$ cat src/rtl/uart_store_sched_if.sv
// uart_store_sched_if: pipeline-side store ports and uart-side pacing outputs of the UART store scheduler.
interface uart_store_sched_if #(
   parameter int ADDR_W = 4
);
   logic              wr1_valid;
   logic [7:0]        wr1_data;
   logic              wr2_valid;
   logic [7:0]        wr2_data;
   logic              tx_ready;
   logic              uart_wr;
   logic [7:0]        uart_dat;
   logic              stall_req;
   logic [ADDR_W:0]   count;
   logic              overflow;

   modport master (
      output wr1_valid, wr1_data, wr2_valid, wr2_data, tx_ready,
      input  uart_wr, uart_dat, stall_req, count, overflow
   );

   modport slave (
      input  wr1_valid, wr1_data, wr2_valid, wr2_data, tx_ready,
      output uart_wr, uart_dat, stall_req, count, overflow
   );
endinterface

$ cat src/rtl/uart_store_sched.sv
// uart_store_sched: queues dual-slot UART stores in program order and paces them into the uart one byte at a time.
module uart_store_sched #(
   parameter int DEPTH   = 16,
   parameter int ADDR_W  = 4,
   parameter int MIN_GAP = 2
) (
   input  logic             clk,
   input  logic             rst_n,
   uart_store_sched_if.slave bus
);
   localparam logic [1:0] IDLE = 2'd0;
   localparam logic [1:0] SEND = 2'd1;
   localparam logic [1:0] GAP  = 2'd2;

   logic [7:0]        mem [DEPTH];
   logic [ADDR_W-1:0] wr_ptr;
   logic [ADDR_W-1:0] wr_nxt;
   logic [ADDR_W-1:0] rd_ptr;
   logic [ADDR_W:0]   count;
   logic [ADDR_W:0]   free;
   logic [1:0]        state;
   logic [3:0]        gap_cnt;
   logic              we0;
   logic              we1;
   logic [7:0]        b0;
   logic              drop;
   logic              pop;
   logic [1:0]        n_push;

   // Free space ignores a same-cycle pop: the popped slot is still being read this edge.
   always_comb begin
      free   = (ADDR_W+1)'(DEPTH) - count;
      wr_nxt = wr_ptr + ADDR_W'(1);
      we0    = (bus.wr1_valid || bus.wr2_valid) && free != '0;
      we1    = bus.wr1_valid && bus.wr2_valid && free >= (ADDR_W+1)'(2);
      b0     = bus.wr1_valid ? bus.wr1_data : bus.wr2_data;
      drop   = ((bus.wr1_valid || bus.wr2_valid) && !we0) || (bus.wr1_valid && bus.wr2_valid && !we1);
      n_push = {1'b0, we0} + {1'b0, we1};
      pop    = state == IDLE && count != '0 && bus.tx_ready;
   end

   assign bus.count     = count;
   assign bus.stall_req = free < (ADDR_W+1)'(2);

   always_ff @(posedge clk) begin
      if (we0) mem[wr_ptr] <= b0;
      if (we1) mem[wr_nxt] <= bus.wr2_data;
   end

   always_ff @(posedge clk or negedge rst_n) begin
      if (!rst_n) begin
         wr_ptr       <= '0;
         count        <= '0;
         bus.overflow <= 1'b0;
      end else begin
         wr_ptr <= wr_ptr + ADDR_W'(n_push);
         count  <= count + (ADDR_W+1)'(n_push) - (ADDR_W+1)'(pop);
         if (drop) bus.overflow <= 1'b1;
      end
   end

   always_ff @(posedge clk or negedge rst_n) begin
      if (!rst_n) begin
         state        <= IDLE;
         rd_ptr       <= '0;
         gap_cnt      <= '0;
         bus.uart_wr  <= 1'b0;
         bus.uart_dat <= 8'h00;
      end else begin
         case (state)
            IDLE: if (pop) begin
               bus.uart_wr  <= 1'b1;
               bus.uart_dat <= mem[rd_ptr];
               rd_ptr       <= rd_ptr + ADDR_W'(1);
               state        <= SEND;
            end
            SEND: begin
               bus.uart_wr <= 1'b0;
               gap_cnt     <= 4'(MIN_GAP);
               state       <= (MIN_GAP == 0) ? IDLE : GAP;
            end
            GAP: begin
               gap_cnt <= gap_cnt - 4'd1;
               state   <= (gap_cnt <= 4'd2) ? IDLE : GAP;
            end
            default: state <= IDLE;
         endcase
      end
   end
endmodule
$ cat src/flat_wrapper.sv
// flat-port wrapper written by rule: the top's interface ports become plain ports
module uart_store_sched_flat 
#(
   parameter int DEPTH   = 16,
   parameter int ADDR_W  = 4,
   parameter int MIN_GAP = 2
)
  (clk, rst_n, bus_wr1_valid, bus_wr1_data, bus_wr2_valid, bus_wr2_data, bus_tx_ready, bus_uart_wr, bus_uart_dat, bus_stall_req, bus_count, bus_overflow);
  uart_store_sched_if #(.ADDR_W(ADDR_W)) bus_i ();
  input  logic clk;
  input  logic rst_n;
  input wire logic [$bits(bus_i.wr1_valid)-1:0] bus_wr1_valid;
  input wire logic [$bits(bus_i.wr1_data)-1:0] bus_wr1_data;
  input wire logic [$bits(bus_i.wr2_valid)-1:0] bus_wr2_valid;
  input wire logic [$bits(bus_i.wr2_data)-1:0] bus_wr2_data;
  input wire logic [$bits(bus_i.tx_ready)-1:0] bus_tx_ready;
  output wire logic [$bits(bus_i.uart_wr)-1:0] bus_uart_wr;
  output wire logic [$bits(bus_i.uart_dat)-1:0] bus_uart_dat;
  output wire logic [$bits(bus_i.stall_req)-1:0] bus_stall_req;
  output wire logic [$bits(bus_i.count)-1:0] bus_count;
  output wire logic [$bits(bus_i.overflow)-1:0] bus_overflow;
  assign bus_i.wr1_valid = bus_wr1_valid;
  assign bus_i.wr1_data = bus_wr1_data;
  assign bus_i.wr2_valid = bus_wr2_valid;
  assign bus_i.wr2_data = bus_wr2_data;
  assign bus_i.tx_ready = bus_tx_ready;
  assign bus_uart_wr = bus_i.uart_wr;
  assign bus_uart_dat = bus_i.uart_dat;
  assign bus_stall_req = bus_i.stall_req;
  assign bus_count = bus_i.count;
  assign bus_overflow = bus_i.overflow;
  uart_store_sched #(.DEPTH(DEPTH), .ADDR_W(ADDR_W), .MIN_GAP(MIN_GAP)) u_core (.clk(clk), .rst_n(rst_n), .bus(bus_i));
endmodule
$ cat config.mk
export PLATFORM = sky130hd
export DESIGN_NAME = uart_store_sched_flat
export DESIGN_NICKNAME = d
export VERILOG_FILES = /design/src/rtl/uart_store_sched_if.sv /design/src/rtl/uart_store_sched.sv /design/src/flat_wrapper.sv
export SDC_FILE = /design/constraint.sdc
export NUM_CORES = 1
export LEC_CHECK = 0
export BUFFER_PORTS_ARGS = -buffer_cell sky130_fd_sc_hd__buf_2
export CAP_MARGIN = 20
export CELL_PAD_IN_SITES_DETAIL_PLACEMENT = 1
export CELL_PAD_IN_SITES_GLOBAL_PLACEMENT = 2
export CORE_AREA = 5 5 153 155
export CTS_CLUSTER_DIAMETER = 80
export DETAILED_ROUTE_END_ITERATION = 10
export DIE_AREA = 0 0 158 160
export HOLD_SLACK_MARGIN = 0.08
export MAX_ROUTING_LAYER = met4
export PLACE_DENSITY = 0.67
export SYNTH_ARGS = -nofsm -noshare
export SYNTH_HDL_FRONTEND = slang
export SYNTH_SLANG_ARGS = --single-unit
$ cat constraint.sdc
create_clock -name clk -period 4.97 [get_ports clk]
set_clock_uncertainty 0.1 [all_clocks]
set_input_delay 0.497 -clock clk [delete_from_list [all_inputs] [get_ports clk]]
set_output_delay 0.497 -clock clk [all_outputs]
set_load 0.01 [all_outputs]
==> results_dict.tcl <==
set metrics [dict create \
    synth_area_leader_cell "edfxtp_1" \
    netlist.area_leader.share 0.447 \
    ant_nets 0 \
    insertion_delay_ns 0.44 \
    finalSetupTns_ns 0 \
    reg2reg_slack_ns 1.06 \
    crit_top_cell "ha_1" \
    cpLargestDelayFamily "adder cells" \
    dieHeight_um 160 \
    vias 4915 \
    drive_above_1_share 0.448 \
    initial_core_util 0.396 \
    synth.area.top_cells "edfxtp_1, mux2_2, dfrtp_1" \
    post-route-period-util 0.787 \
    synth_cells 565 \
    setup_violations 0 \
    relSlewSlack 0.455 \
    clockBufferDepth 2 \
    tightest_slew_ns 0.817 \
    fmax_mhz 256 \
    p_seq_frac 0.376 \
    critPathSlowestCell "dfrtp_1" \
    cts_setup_buffers 0 \
    via_per_inst 5.51 \
    avgSynthCellArea_um2 15.2 \
    grtUsageTotal 0.198 \
    syn_area_um2 8600 \
    hold_end "u_core.bus.uart_dat[0]" \
    worst_ep_arrival_time_ns 4.15 \
    ys_seq_area_frac 0.532 \
    nets 644 \
    combPwrFrac 0.379 \
    cts-root-buf "clkbuf_16" \
    coreArea_um2 21700 \
    antenna_found_initial 0 \
    path_cells "inv_1 -> ha_1 -> and2_1 -> ha_1 -> nand2_1 -> o32ai_1 -> a41oi_1 -> ha_1 -> inv_1 -> ha_1 -> inv_1 -> fa_1 -> a21oi_1 -> nor2_1 -> nor2_1 -> xnor2_1" \
    status "finished clean" \
    synth-main-ff-cell "edfxtp_1" \
    yosysUniqueCellTypes 46 \
    ir_drop_mv 0.272 \
    worstSetupStartpointType "flip-flop" \
    cp_slowest_stage_delay_ns 0.58 \
    min-delay-start "u_core.bus.uart_dat[0]" \
    cp.required_ns 5.20 \
    routed_wl_um 23500 \
    clockPowerShare 0.245 \
    num_antenna_cells 0 \
    powerDensity_nw_per_um2 554 \
    grt_pass1_vias 5484 \
    ff2ff_path_depth 16 \
    power.internal_mw 3.44 \
    grt_start_max_net_pins 38 \
    switchingPower_mw 1.93 \
    r2r_start "u_core.bus.count[3]" \
    ios 37 \
    clock-sinks 157 \
    p_leak_nw 3.59 \
    syn2layout_area_growth_pct 12.6 \
    synth_warnings 0 \
    synth_edf_count 128 \
    hold_viol 0 \
    p_total_mw 5.37 \
    first_pass_iters 4 \
    crit_path_end_kind "flip-flop" \
    critPathBufInv 3 \
    cts_inserted_buffers 17 \
    fp.dieArea_um2 25300 \
    grt_overflow_total 0 \
    drc 0 \
    portBuffers 36 \
    rsz0062_at_grt "false" \
    drt_iter0_drc 405 \
    async_flop_share 0.185 \
    critPathLaunch "u_core.bus.count[3]" \
    ys_ff_latch 157 \
    max_cap_violations 0 \
    swShare 0.359 \
    num_rows 54 \
    routabilityCongestion 0.809 \
    wl_per_cell_um 26.3 \
    cts_tree "done" \
    finalCriticalPeriod_ns 3.91 \
    crit_path_max_fanout 9 \
    synth_nets 608 \
    crit_type "flip-flop to flip-flop" \
    r2r_end "u_core.bus.count[4]" \
    drv_slew 0 \
    grt_pass1_wl_um 35500 \
    htree_levels 4 \
    die_w_um 158 \
    clk_pin_slew_ns 0.07 \
    place.detailed.hpwl_um 15800 \
    whs_path_depth 2 \
    hold_class "flip-flop to flip-flop" \
]
-- kinds of logic after synthesis --
kind of cell	after synthesis	synth area share
compound gates	53	0.0370
xor+xnor	9	0.00917
fa+ha+maj	22	0.0338
buf+inv	57	0.0282
flops	157	0.532
mux	183	0.289
simple gates	84	0.0713
-- per-stage QoR --
stage          setup WS, ns  utilization  hold WS [ns]  cells  instance area, um2
2_1_floorplan          1.11            -         0.101    565                8600
3_3_place_gp           1.14        0.420         0.353    861                9100
3_5_place_dp           1.01        0.420         0.391    861                9100
4_1_cts               0.992        0.446         0.392    892                9680
5_1_grt               0.692        0.446         0.406    892                9680
6_report               1.06        0.446         0.402    892                9680
-- tightest hold or removal path: cells and delay by family, from the launching register on --
kind | cells | cell delay [ns]
AOI/OAI and AO/OA | 2 | 0.12
DFF | 1 | 0.34
-- synthesized netlist by cell type, types with 5 or more instances --
cell      instances
a21oi_1          12
xnor2_1           6
mux2_2          115
buf_2            10
dfrtp_1          29
nor2b_1           5
nand2b_1          5
inv_1            17
mux2i_1          13
o21ai_0          22
mux4_2           31
buf_1             8
nor2_1           19
nand4_2           7
nand3_4           6
ha_1             20
mux2_4           24
clkbuf_1         21
edfxtp_1        128
nand2_1          20
-- how the worst max path moves through the flow --
stage	cells after the start	end	slack (ns)
after global placement	16	u_core.bus.count[4]	1.14
after global routing	16	u_core.bus.count[4]	0.69
after floorplan	19	u_core.bus.count[4]	1.11
final	16	u_core.bus.count[4]	1.06
after detailed placement	16	u_core.bus.count[4]	1.01
after CTS	16	u_core.bus.count[4]	0.99
-- cells in the final DEF (no fill, tap or decap), types with 4 or more instances in the layout --
cell type   netlist  final
mux4_2           31     31
nand3_4           6      6
buf_4             0     20
clkinv_1          0      4
o21ai_0          22     22
inv_1            17     17
xnor2_1           6      6
nor2_1           19     19
mux2_4           24     24
clkinvlp_4        0      4
dfrtp_1          29     28
nor2b_1           5      5
nand4_2           7      7
nand2b_1          5      5
mux2_2          115    115
mux2i_1          13     13
nand2_1          20     20
nand3_1           4      4
buf_2            10     36
nand4_1           4      4
o22ai_1           4      4
a21oi_1          12     12
a31oi_1           4      4
clkbuf_16         0     17
ha_1             20     20
edfxtp_1        128    128
-- power groups by stage --
stage | sequential (mW) | combinational, mW | clock [mW]
after CTS | 2.02 | 2.06 | 1.35
after global placement | 2.03 | 2.01 | 0
final | 2.02 | 2.03 | 1.32
after detailed placement | 2.05 | 2.06 | 0
after floorplan | 1.93 | 1.48 | 0
after global routing | 2.06 | 2.22 | 1.40
-- routing by layer --
metal / routed length [um] / part of all wire / vias to the layer above / GRT usage
li1: - / - / 2241 / -
met1: 10400 / 0.44 / 2579 / 0.258
met2: 12100 / 0.51 / 80 / 0.321
met3: 730 / 0.031 / 15 / 0.0376
met4: 242 / 0.010 / 0 / 0.0500
met5: 0 / 0 / - / -
-- sequential cells by signal (all words and copies together), names as in the netlist --
register	cells
u_core.mem	128
u_core.bus.uart_dat	8
u_core.wr_ptr	4
u_core.bus.count	5
u_core.bus.uart_wr	1
u_core.state	2
u_core.gap_cnt	4
u_core.bus.overflow	1
u_core.rd_ptr	4
-- area by class of cell --
type | count | area [um2]
Sequential cell | 157 | 4570
Clock buffer | 17 | 425
Clock inverter | 13 | 149
Timing Repair Buffer | 57 | 340
Fill cell | 2118 | 12000
Multi-Input combinational cell | 351 | 3780
Inverter | 17 | 63.8
Tap cell | 280 | 350
-- what timing repair did --
item | in CTS | in global routing
resized for setup | 0 | 0
hold buffers | 1 | 0
endpoints found under the hold margin | 29 | 0
No activity file was read; power rests on OpenSTA's default activity.
